==> config.mk <==
export PLATFORM = sky130hd
export DESIGN_NAME = uart_tx_fifo_ctrl_flat
export DESIGN_NICKNAME = d
export VERILOG_FILES = /design/src/rtl/uart_pkg.sv /design/src/rtl/uart_tx_fifo_ctrl_if.sv /design/src/rtl/uart_tx_fifo_ctrl_sync_fifo.sv /design/src/rtl/uart_tx_fifo_ctrl.sv /design/src/flat_wrapper.sv
export SDC_FILE = /design/constraint.sdc
export NUM_CORES = 1
export LEC_CHECK = 0
export CAP_MARGIN = 40
export CORE_MARGIN = 2
export CORE_UTILIZATION = 60
export CTS_CLUSTER_SIZE = 28
export DETAILED_ROUTE_END_ITERATION = 16
export GPL_ROUTABILITY_DRIVEN = 0
export PLACE_DENSITY = 0.89
export SLEW_MARGIN = 20
export SYNTH_ARGS = -nofsm -noshare
export SYNTH_HDL_FRONTEND = slang
export SYNTH_SLANG_ARGS = --single-unit
==> constraint.sdc <==
create_clock -name clk -period 3.1 [get_ports clk]
set_input_delay 0.62 -clock clk [delete_from_list [all_inputs] [get_ports clk]]
set_output_delay 0.62 -clock clk [all_outputs]
set_load 0.005 [all_outputs]
==> src/rtl/uart_pkg.sv <==
// Shared constants and controller state encoding for the UART transmit path.
package uart_pkg;

    localparam int unsigned SYS_CLK        = 50_000_000;
    localparam int unsigned BAUD_RATE      = 115_200;
    localparam int unsigned BITS_PER_FRAME = 10;
    localparam int unsigned CLKS_PER_FRAME = (SYS_CLK / BAUD_RATE) * BITS_PER_FRAME;

    // Default watchdog: smallest power of two that covers one full frame.
    localparam int unsigned DEF_TIMEOUT_CYCLES = 32'd1 << $clog2(CLKS_PER_FRAME + 1);

    typedef enum logic [1:0] {
        ST_IDLE = 2'd0,
        ST_WAIT = 2'd1,
        ST_GAP  = 2'd2
    } tx_state_t;

    function automatic int unsigned min1_clog2(input int unsigned n);
        return (n <= 1) ? 1 : $clog2(n);
    endfunction

endpackage

==> src/rtl/uart_tx_fifo_ctrl_if.sv <==
// Host write port and transmitter handshake of the UART TX buffer controller.
interface uart_tx_fifo_ctrl_if #(
    parameter int unsigned DEPTH  = 16,
    parameter int unsigned DATA_W = 8
);
    localparam int unsigned CNT_W = $clog2(DEPTH + 1);

    logic              i_wr_en;
    logic [DATA_W-1:0] i_wr_d;
    logic              o_full;
    logic              o_empty;
    logic [CNT_W-1:0]  o_count;
    logic [DATA_W-1:0] o_tx_d;
    logic              o_tx_en;
    logic              i_tx_complete;
    logic              o_busy;
    logic              o_overflow;
    logic              o_timeout;
    logic              i_clr_err;

    modport slave (
        input  i_wr_en, i_wr_d, i_tx_complete, i_clr_err,
        output o_full, o_empty, o_count, o_tx_d, o_tx_en, o_busy, o_overflow, o_timeout
    );

    modport master (
        output i_wr_en, i_wr_d, i_tx_complete, i_clr_err,
        input  o_full, o_empty, o_count, o_tx_d, o_tx_en, o_busy, o_overflow, o_timeout
    );

endinterface

==> src/rtl/uart_tx_fifo_ctrl_sync_fifo.sv <==
// Single-clock FIFO; full/empty decode the registered occupancy count.
module sync_fifo #(
    parameter int unsigned DEPTH  = 16,
    parameter int unsigned DATA_W = 8
) (
    input  logic                         clk,
    input  logic                         rst_n,
    input  logic                         i_wr_en,
    input  logic [DATA_W-1:0]            i_wr_d,
    input  logic                         i_rd_en,
    output logic [DATA_W-1:0]            o_rd_d,
    output logic                         o_full,
    output logic                         o_empty,
    output logic [$clog2(DEPTH+1)-1:0]   o_count
);
    localparam int unsigned PTR_W = $clog2(DEPTH);
    localparam int unsigned CNT_W = $clog2(DEPTH + 1);

    logic [DATA_W-1:0] r_mem [DEPTH];
    logic [PTR_W-1:0]  r_wr_ptr;
    logic [PTR_W-1:0]  r_rd_ptr;
    logic [CNT_W-1:0]  r_count;
    logic              w_push;
    logic              w_pop;

    assign o_full  = (r_count == CNT_W'(DEPTH));
    assign o_empty = (r_count == '0);
    assign o_count = r_count;
    assign o_rd_d  = r_mem[r_rd_ptr];
    assign w_push  = i_wr_en && !o_full;
    assign w_pop   = i_rd_en && !o_empty;

    always_ff @(posedge clk) begin
        if (w_push) r_mem[r_wr_ptr] <= i_wr_d;
    end

    always_ff @(posedge clk or negedge rst_n) begin
        if (!rst_n) begin
            r_wr_ptr <= '0;
            r_rd_ptr <= '0;
            r_count  <= '0;
        end else begin
            if (w_push) r_wr_ptr <= r_wr_ptr + 1'b1;
            if (w_pop)  r_rd_ptr <= r_rd_ptr + 1'b1;
            case ({w_push, w_pop})
                2'b10:   r_count <= r_count + 1'b1;
                2'b01:   r_count <= r_count - 1'b1;
                default: r_count <= r_count;
            endcase
        end
    end

endmodule

==> src/rtl/uart_tx_fifo_ctrl.sv <==
// Byte buffer and start/complete sequencer feeding Top_UART_Tx, with
// inter-frame gap, completion watchdog and sticky error flags.
module uart_tx_fifo_ctrl
    import uart_pkg::*;
#(
    parameter int unsigned DEPTH          = 16,
    parameter int unsigned DATA_W         = 8,
    parameter int unsigned GAP_CYCLES     = 0,
    parameter int unsigned TIMEOUT_CYCLES = DEF_TIMEOUT_CYCLES
) (
    input  logic                clk,
    input  logic                rst_n,
    uart_tx_fifo_ctrl_if.slave  bus
);
    localparam int unsigned WD_W       = min1_clog2(TIMEOUT_CYCLES);
    localparam int unsigned GAP_W      = min1_clog2(GAP_CYCLES + 1);
    localparam int unsigned GAP_LAST_I = (GAP_CYCLES > 0) ? GAP_CYCLES - 1 : 0;
    localparam logic [WD_W-1:0]  WD_LAST  = WD_W'(TIMEOUT_CYCLES - 1);
    localparam logic [GAP_W-1:0] GAP_LAST = GAP_W'(GAP_LAST_I);

    tx_state_t                  r_state;
    logic [WD_W-1:0]            r_wd;
    logic [GAP_W-1:0]           r_gap;
    logic [DATA_W-1:0]          r_tx_d;
    logic                       r_tx_en;
    logic                       r_busy;
    logic                       r_overflow;
    logic                       r_timeout;
    logic [DATA_W-1:0]          w_fifo_d;
    logic                       w_full;
    logic                       w_empty;
    logic [$clog2(DEPTH+1)-1:0] w_count;
    logic                       w_pop;
    logic                       w_drop;
    logic                       w_to_evt;

    assign w_pop    = (r_state == ST_IDLE) && !w_empty;
    assign w_drop   = bus.i_wr_en && w_full;
    assign w_to_evt = (r_state == ST_WAIT) && !bus.i_tx_complete && (r_wd == WD_LAST);

    sync_fifo #(
        .DEPTH  (DEPTH),
        .DATA_W (DATA_W)
    ) u_fifo (
        .clk     (clk),
        .rst_n   (rst_n),
        .i_wr_en (bus.i_wr_en),
        .i_wr_d  (bus.i_wr_d),
        .i_rd_en (w_pop),
        .o_rd_d  (w_fifo_d),
        .o_full  (w_full),
        .o_empty (w_empty),
        .o_count (w_count)
    );

    always_ff @(posedge clk or negedge rst_n) begin
        if (!rst_n) begin
            r_state <= ST_IDLE;
            r_tx_d  <= '0;
            r_tx_en <= 1'b0;
            r_busy  <= 1'b0;
            r_wd    <= '0;
            r_gap   <= '0;
        end else begin
            r_tx_en <= 1'b0;
            unique case (r_state)
                ST_IDLE: begin
                    if (w_pop) begin
                        r_tx_d  <= w_fifo_d;
                        r_tx_en <= 1'b1;
                        r_wd    <= '0;
                        r_busy  <= 1'b1;
                        r_state <= ST_WAIT;
                    end
                end
                ST_WAIT: begin
                    // Completion takes priority over a watchdog expiring on the same edge.
                    if (bus.i_tx_complete) begin
                        r_gap <= '0;
                        if (GAP_CYCLES == 0) begin
                            r_busy  <= 1'b0;
                            r_state <= ST_IDLE;
                        end else begin
                            r_state <= ST_GAP;
                        end
                    end else if (r_wd == WD_LAST) begin
                        r_busy  <= 1'b0;
                        r_state <= ST_IDLE;
                    end else begin
                        r_wd <= r_wd + 1'b1;
                    end
                end
                ST_GAP: begin
                    if (r_gap == GAP_LAST) begin
                        r_busy  <= 1'b0;
                        r_state <= ST_IDLE;
                    end else begin
                        r_gap <= r_gap + 1'b1;
                    end
                end
                default: begin
                    r_busy  <= 1'b0;
                    r_state <= ST_IDLE;
                end
            endcase
        end
    end

    // A new error event on the same edge as a clear leaves the flag set.
    always_ff @(posedge clk or negedge rst_n) begin
        if (!rst_n) begin
            r_overflow <= 1'b0;
            r_timeout  <= 1'b0;
        end else begin
            if (w_drop)             r_overflow <= 1'b1;
            else if (bus.i_clr_err) r_overflow <= 1'b0;
            if (w_to_evt)           r_timeout  <= 1'b1;
            else if (bus.i_clr_err) r_timeout  <= 1'b0;
        end
    end

    assign bus.o_full     = w_full;
    assign bus.o_empty    = w_empty;
    assign bus.o_count    = w_count;
    assign bus.o_tx_d     = r_tx_d;
    assign bus.o_tx_en    = r_tx_en;
    assign bus.o_busy     = r_busy;
    assign bus.o_overflow = r_overflow;
    assign bus.o_timeout  = r_timeout;

endmodule

==> src/flat_wrapper.sv <==
// flat-port wrapper written by rule: the top's interface ports become plain ports
module uart_tx_fifo_ctrl_flat import uart_pkg::*;
#(
    parameter int unsigned DEPTH          = 16,
    parameter int unsigned DATA_W         = 8,
    parameter int unsigned GAP_CYCLES     = 0,
    parameter int unsigned TIMEOUT_CYCLES = DEF_TIMEOUT_CYCLES
)
  (clk, rst_n, bus_i_wr_en, bus_i_wr_d, bus_i_tx_complete, bus_i_clr_err, bus_o_full, bus_o_empty, bus_o_count, bus_o_tx_d, bus_o_tx_en, bus_o_busy, bus_o_overflow, bus_o_timeout);
  uart_tx_fifo_ctrl_if #(.DEPTH(DEPTH), .DATA_W(DATA_W)) bus_i ();
  input  logic clk;
  input  logic rst_n;
  input wire logic [$bits(bus_i.i_wr_en)-1:0] bus_i_wr_en;
  input wire logic [$bits(bus_i.i_wr_d)-1:0] bus_i_wr_d;
  input wire logic [$bits(bus_i.i_tx_complete)-1:0] bus_i_tx_complete;
  input wire logic [$bits(bus_i.i_clr_err)-1:0] bus_i_clr_err;
  output wire logic [$bits(bus_i.o_full)-1:0] bus_o_full;
  output wire logic [$bits(bus_i.o_empty)-1:0] bus_o_empty;
  output wire logic [$bits(bus_i.o_count)-1:0] bus_o_count;
  output wire logic [$bits(bus_i.o_tx_d)-1:0] bus_o_tx_d;
  output wire logic [$bits(bus_i.o_tx_en)-1:0] bus_o_tx_en;
  output wire logic [$bits(bus_i.o_busy)-1:0] bus_o_busy;
  output wire logic [$bits(bus_i.o_overflow)-1:0] bus_o_overflow;
  output wire logic [$bits(bus_i.o_timeout)-1:0] bus_o_timeout;
  assign bus_i.i_wr_en = bus_i_wr_en;
  assign bus_i.i_wr_d = bus_i_wr_d;
  assign bus_i.i_tx_complete = bus_i_tx_complete;
  assign bus_i.i_clr_err = bus_i_clr_err;
  assign bus_o_full = bus_i.o_full;
  assign bus_o_empty = bus_i.o_empty;
  assign bus_o_count = bus_i.o_count;
  assign bus_o_tx_d = bus_i.o_tx_d;
  assign bus_o_tx_en = bus_i.o_tx_en;
  assign bus_o_busy = bus_i.o_busy;
  assign bus_o_overflow = bus_i.o_overflow;
  assign bus_o_timeout = bus_i.o_timeout;
  uart_tx_fifo_ctrl #(.DEPTH(DEPTH), .DATA_W(DATA_W), .GAP_CYCLES(GAP_CYCLES), .TIMEOUT_CYCLES(TIMEOUT_CYCLES)) u_core (.clk(clk), .rst_n(rst_n), .bus(bus_i));
endmodule
---- After elaboration in Yosys (flattened, before gate mapping) ----
Memory sizes are Yosys's and may differ from the RTL's. A register that Yosys moved wholly into a read port is not among the register bits.
Cells that the tools add are included.
storage, ports and cells
  flip-flop bits (word level) ............. 33
  RAM bits ................................ 128
  bits of input ports ..................... 13
  output and inout port bits .............. 19
  memories ................................ 1
memories
  name                 depth  width  read ports  clocked after memory_dff  wr ports  RTL line                           RTL
  u_core.u_fifo.r_mem  16     8      1           1                         1         uart_tx_fifo_ctrl_sync_fifo.sv:19  logic [DATA_W-1:0] r_mem [DEPTH];
cells by class
  add/sub/neg operators ................... 6
  equality and inequality tests ........... 12
  multiplexer cells ....................... 25
  reduce and logical (&&, ||, !) cells .... 21
operators with widths
  kind                   count
  $mux 13                3
  $pmux 13 s2            1
  $add 13x1->13 const B  1
  $eq 13x13->1 const B   1
  $mux 1                 13
  $ne 2x2->1 const B     5
  $pmux 5 s2             1
  $reduce_bool 2->1      5
  $add 4x1->4 const B    2
  $mux 2                 4
  $logic_and 1x1->1      6
  $pmux 2 s3             1
  $add 5x1->5 const B    1
  $eq 5x5->1 const B     1
  $logic_not 5->1        1
  $sub 5x1->5 const B    1
  $eq 2x1->1 const B     2
  $eq 2x2->1 const B     2
  $logic_not 1->1        4
  $reduce_and 2->1       2
  $reduce_and 4->1       1
  $ne 3x3->1 const B     1
  $pmux 1 s3             1
  $reduce_and 3->1       1
  3 further kinds        3

---- Longest topological paths before layout ----
  depth in word-level cells ............... 6
  gate-level depth with buffers ........... 10

---- By module ----
From an unflattened synthesis, not the netlist that was laid out.
unflattened totals
  cells, all modules ...................... 464
  area total of the unflattened synthesis .. 6993.0 um^2
by module, submodules not included
  module             times used  cells an instance  area an instance (um^2)  sequential area each (um^2)
  sync_fifo          1           332                5779.3                   4169.0
  uart_tx_fifo_ctrl  1           132                1213.7                   625.6

---- Worst setup path before layout ----
No wires, ideal clock.
  kind .................................... register -> register
  from .................................... register u_core.u_fifo.r_count[0] (netlist: u_core.u_fifo.o_count[0])
  to ...................................... register u_core.u_fifo.r_count[4] (netlist: u_core.u_fifo.o_count[4])
  data arrival time ....................... 2.615 ns
  required time ........................... 3.020 ns
  setup slack ............................. 0.405 ns
  stages on the path, launching flop included .. 11
  path through ............................ dfrtp_1 -> nor4_2 -> a21oi_1 -> buf_2 -> buf_2 -> ha_1 -> fa_1 -> a21o_1 -> a21oi_1 -> mux2i_1 -> xnor2_1
between the ends
  cells in the longest elaborated chain, start to end .. 6
ends and longest elaborated chain
  item                                                    RTL line                                                    RTL
  start, declared                                         uart_tx_fifo_ctrl_sync_fifo.sv:22                           logic [CNT_W-1:0] r_count;
  start signal, assigned                                  uart_tx_fifo_ctrl_sync_fifo.sv:46                           2'b10: r_count <= r_count + 1'b1;
  start signal, assigned                                  uart_tx_fifo_ctrl_sync_fifo.sv:47                           2'b01: r_count <= r_count - 1'b1;
  start signal, assigned                                  uart_tx_fifo_ctrl_sync_fifo.sv:48                           default: r_count <= r_count;
  $logic_not 5->1 (*)                                     uart_tx_fifo_ctrl_sync_fifo.sv:27                           assign o_empty = (r_count == '0);
  $logic_not 1->1 (*)                                     uart_tx_fifo_ctrl_sync_fifo.sv:31, uart_tx_fifo_ctrl.sv:37
  $logic_and 1x1->1                                       uart_tx_fifo_ctrl.sv:37                                     assign w_pop = (r_state == ST_IDLE) && !w_empty;
  $logic_and 1x1->1 (*)                                   uart_tx_fifo_ctrl_sync_fifo.sv:31                           assign w_pop = i_rd_en && !o_empty;
  net u_core.u_fifo.w_pop                                 uart_tx_fifo_ctrl_sync_fifo.sv:24                           logic w_pop;
  $eq 2x1->1 / $eq 2x2->1 (equally long branches)         uart_tx_fifo_ctrl_sync_fifo.sv:45                           case ({w_push, w_pop})
  $pmux 5 s2 / $reduce_bool 2->1 (equally long branches)  n/a
Mark *: on every way through the listed nets, which the timed path passes. The rest lies on a longest branch.
A chain may end at the register's enable or synchronous reset.

---- Worst setup path in the final report ----
  from .................................... register u_core.u_fifo.r_count[0] (netlist: u_core.u_fifo.o_count[0])
  to ...................................... output port bus_o_empty
between the ends
  cells in the longest elaborated chain, start to end .. 1
ends and longest elaborated chain
  item             RTL line                           RTL
  $logic_not 5->1  uart_tx_fifo_ctrl_sync_fifo.sv:27
  end, declared    flat_wrapper.sv:18                 output wire logic [$bits(bus_i.o_empty)-1:0] bus_o_empty;
No other way between the ends.

==> impl_metrics.tcl <==
set metrics [dict create \
    cts_tree "built" \
    seq_power_share 0.418 \
    io_pins 32 \
    io_buffers 31 \
    drt-vias-per-instance 6.46 \
    synthCells 396 \
    cts_resized 0 \
    drive_above_1_share 0.173 \
    yosysMostFrequentCell "edfxtp_1" \
    final_cells 605 \
    hold_viol 0 \
    syn-mean-instance-area_sq_um 17.4 \
    period_share 0.932 \
    dp.cells 573 \
    synth_top_area_cell "edfxtp_1" \
    powerDensity_nw_per_um2 926 \
    drc 0 \
    first_global_vias 4018 \
    synth_warnings 0 \
    fmax_ghz 0.346 \
    die_w_microns 111 \
    worstHoldPathType "in -> async" \
    grt_overflow 0 \
    fin_crit_ps 2890 \
    synth_nets 420 \
    p_sw_frac 0.311 \
    clkPwrFrac 0.286 \
    cts-root-buf "clkbuf_16" \
    dieArea_sq_um 12400 \
    ir_drop_v 0.000770 \
    netlist_top_cells_count "128 x edfxtp_1, 38 x dfrtp_1, 22 x mux4_1" \
    intPower_uw 5160 \
    worst_slew_pin_slew_ps 696 \
    yosysTopAreaCellShare 0.556 \
    async_reset_ff_frac 0.229 \
    area_delta_synth_final_pct 17.1 \
    critPathLaunchType "flip-flop" \
    path_clk_slew_ps 70 \
    p_leak_uw 0.00293 \
    setup_tns_ps 0 \
    antenna_cells 0 \
    synth_seq_cells 166 \
    drv_slew 0 \
    cp-end-kind "output pin" \
    slew_headroom 0.536 \
    rows 39 \
    cts_max_level 4 \
    drv_cap 0 \
    cts_buffers 17 \
    pwr-share-comb 0.297 \
    crit_arrival_ps 2270 \
    path_max_fanout 6 \
    setup_viol 0 \
    grt_pass1_wl_microns 22800 \
    skew_ps 8.86 \
    wl_microns 14500 \
    chipHeight_microns 111 \
    yosysSeqAreaShare 0.694 \
    cts_hold_buf 0 \
    dp_hpwl_microns 8870 \
    via_count 3906 \
    cts_sinks 166 \
    synth_edf_count 128 \
    clock_latency_ps 430 \
    path_class "reg -> out" \
    cts_setup_buffers 0 \
    clock_path_buffers 2 \
    yosysUniqueCellTypes 47 \
    outcome "complete, no violations" \
    layout.nets 473 \
    drt_iter0_markers 396 \
    wl_per_cell_microns 24.0 \
    ant_nets 0 \
    grt_max_degree 31 \
    synthTopCellsByArea "edfxtp_1 56%, dfrtp_1 14%, mux4_1 8.4%, mux4_2 3.3%, ha_1 1.8%" \
    grt_use_total 0.253 \
    coreArea_sq_um 11300 \
    num-fill-cells 663 \
    rsz0062_at_grt "false" \
    synth_area_sq_um 6910 \
    synth_ff_type "edfxtp_1" \
    antenna_found_initial 0 \
    cp_data_required_time_ps 2480 \
    firstDrtPassIters 5 \
    start_util 0.610 \
    p_sw_uw 2330 \
]
==> power groups by stage <==
stage	Clock (uW)	Sequential, uW	Combinational [uW]
3_5_place_dp	0	3160	2180
4_1_cts	2170	3130	2230
3_3_place_gp	0	3130	2060
6_report	2140	3130	2220
2_1_floorplan	0	2960	1590
5_1_grt	2260	3170	2390
==> path summary, 6_finish.rpt <==
kind,endpoint,cells after the start,slack [ps],start
worst max-delay path,bus_o_empty,3,210,u_core.u_fifo.o_count[0]
worst min-delay path,u_core.r_wd[10],1,50,rst_n
worst max register to register,u_core.u_fifo.o_count[4],8,510,u_core.u_fifo.o_count[0]
worst min register to register,u_core.bus.o_timeout,1,490,u_core.bus.o_timeout
max in group asynchronous,u_core.u_fifo.r_rd_ptr[0],2,2600,rst_n
min in group clk,u_core.bus.o_timeout,1,490,u_core.bus.o_timeout
==> cell type report <==
class	instances	area [sq um]	share of cell area
clock buffers	19	433	0.0535
clock inverters	13	171	0.0212
inverters	14	52.6	0.00650
multi-input cells	196	1950	0.241
flip-flops and latches	166	4800	0.593
well taps	143	179	0.0221
repair buffers	54	503	0.0622
==> metal layers <==
layer	wire length, microns	vias up	global-route usage
met5	0	-	0
met4	420	0	0.0905
met3	1060	36	0.0771
met2	7370	187	0.415
met1	5690	1986	0.328
li1	-	1697	-
==> critical path, stage by stage, from the launching register on <==
cell and delay, ps:
dfrtp_1 470, or4_1 650, nor2_1 190, clkdlybuf4s50_1 530
==> state kept, by name, indices dropped and copies added (netlist names) <==
register and count:
u_core.bus.o_tx_d 8, u_core.bus.o_overflow 1, u_core.u_fifo.o_count 5, u_core.bus.o_busy 1, u_core.bus.o_tx_en 1, u_core.u_fifo.r_wr_ptr 4
u_core.r_wd 13, u_core.u_fifo.r_rd_ptr 4, u_core.u_fifo.r_mem 128, u_core.bus.o_timeout 1
==> metrics by stage <==
step / hold WS, ps / total power [uW] / util / setup slack, ps / area (sq um)
floorplan: 324 / 4550 / - / 405 / 6910
global placement: 468 / 5190 / 0.659 / 294 / 7460
detailed placement: 477 / 5350 / 0.661 / 221 / 7480
CTS: 46.4 / 7520 / 0.714 / 186 / 8090
global route: 54.4 / 7820 / 0.714 / 122 / 8090
finish: 54.8 / 7490 / 0.714 / 211 / 8090
==> cells in the final DEF, fill, tap and decap left out, types with 2 or more instances in the layout <==
cell             count
edfxtp_1           128
dfrtp_1             37
clkdlybuf4s50_1     30
mux4_1              22
buf_4               21
o22ai_1             19
nor2_1              18
clkbuf_16           17
inv_1               14
nand2_1             13
mux4_2              10
mux2_2              10
a21oi_1             10
nand3_1             10
ha_1                10
o21ai_0              9
xnor2_1              8
nor3_1               7
a22o_1               5
nand2b_1             4
and3_1               4
nand4_1              4
clkinv_4             4
a21o_1               3
mux2i_1              3
o22a_1               3
bufinv_16            3
inv_6                3
xor2_1               2
and4_1               2
nor4_1               2
o2bb2ai_1            2
clkbuf_1             2
buf_12               2
==> cell families after synthesis <==
family                   synth area share
flip-flops                          0.694
AO/OA/AOI/OAI                      0.0605
multiplexers                        0.137
buffers and inverters              0.0239
AND/OR/NAND/NOR                    0.0509
XOR/XNOR                           0.0127
adder cells (fa/ha/maj)            0.0210
No activity file was read; power rests on OpenSTA's default activity.
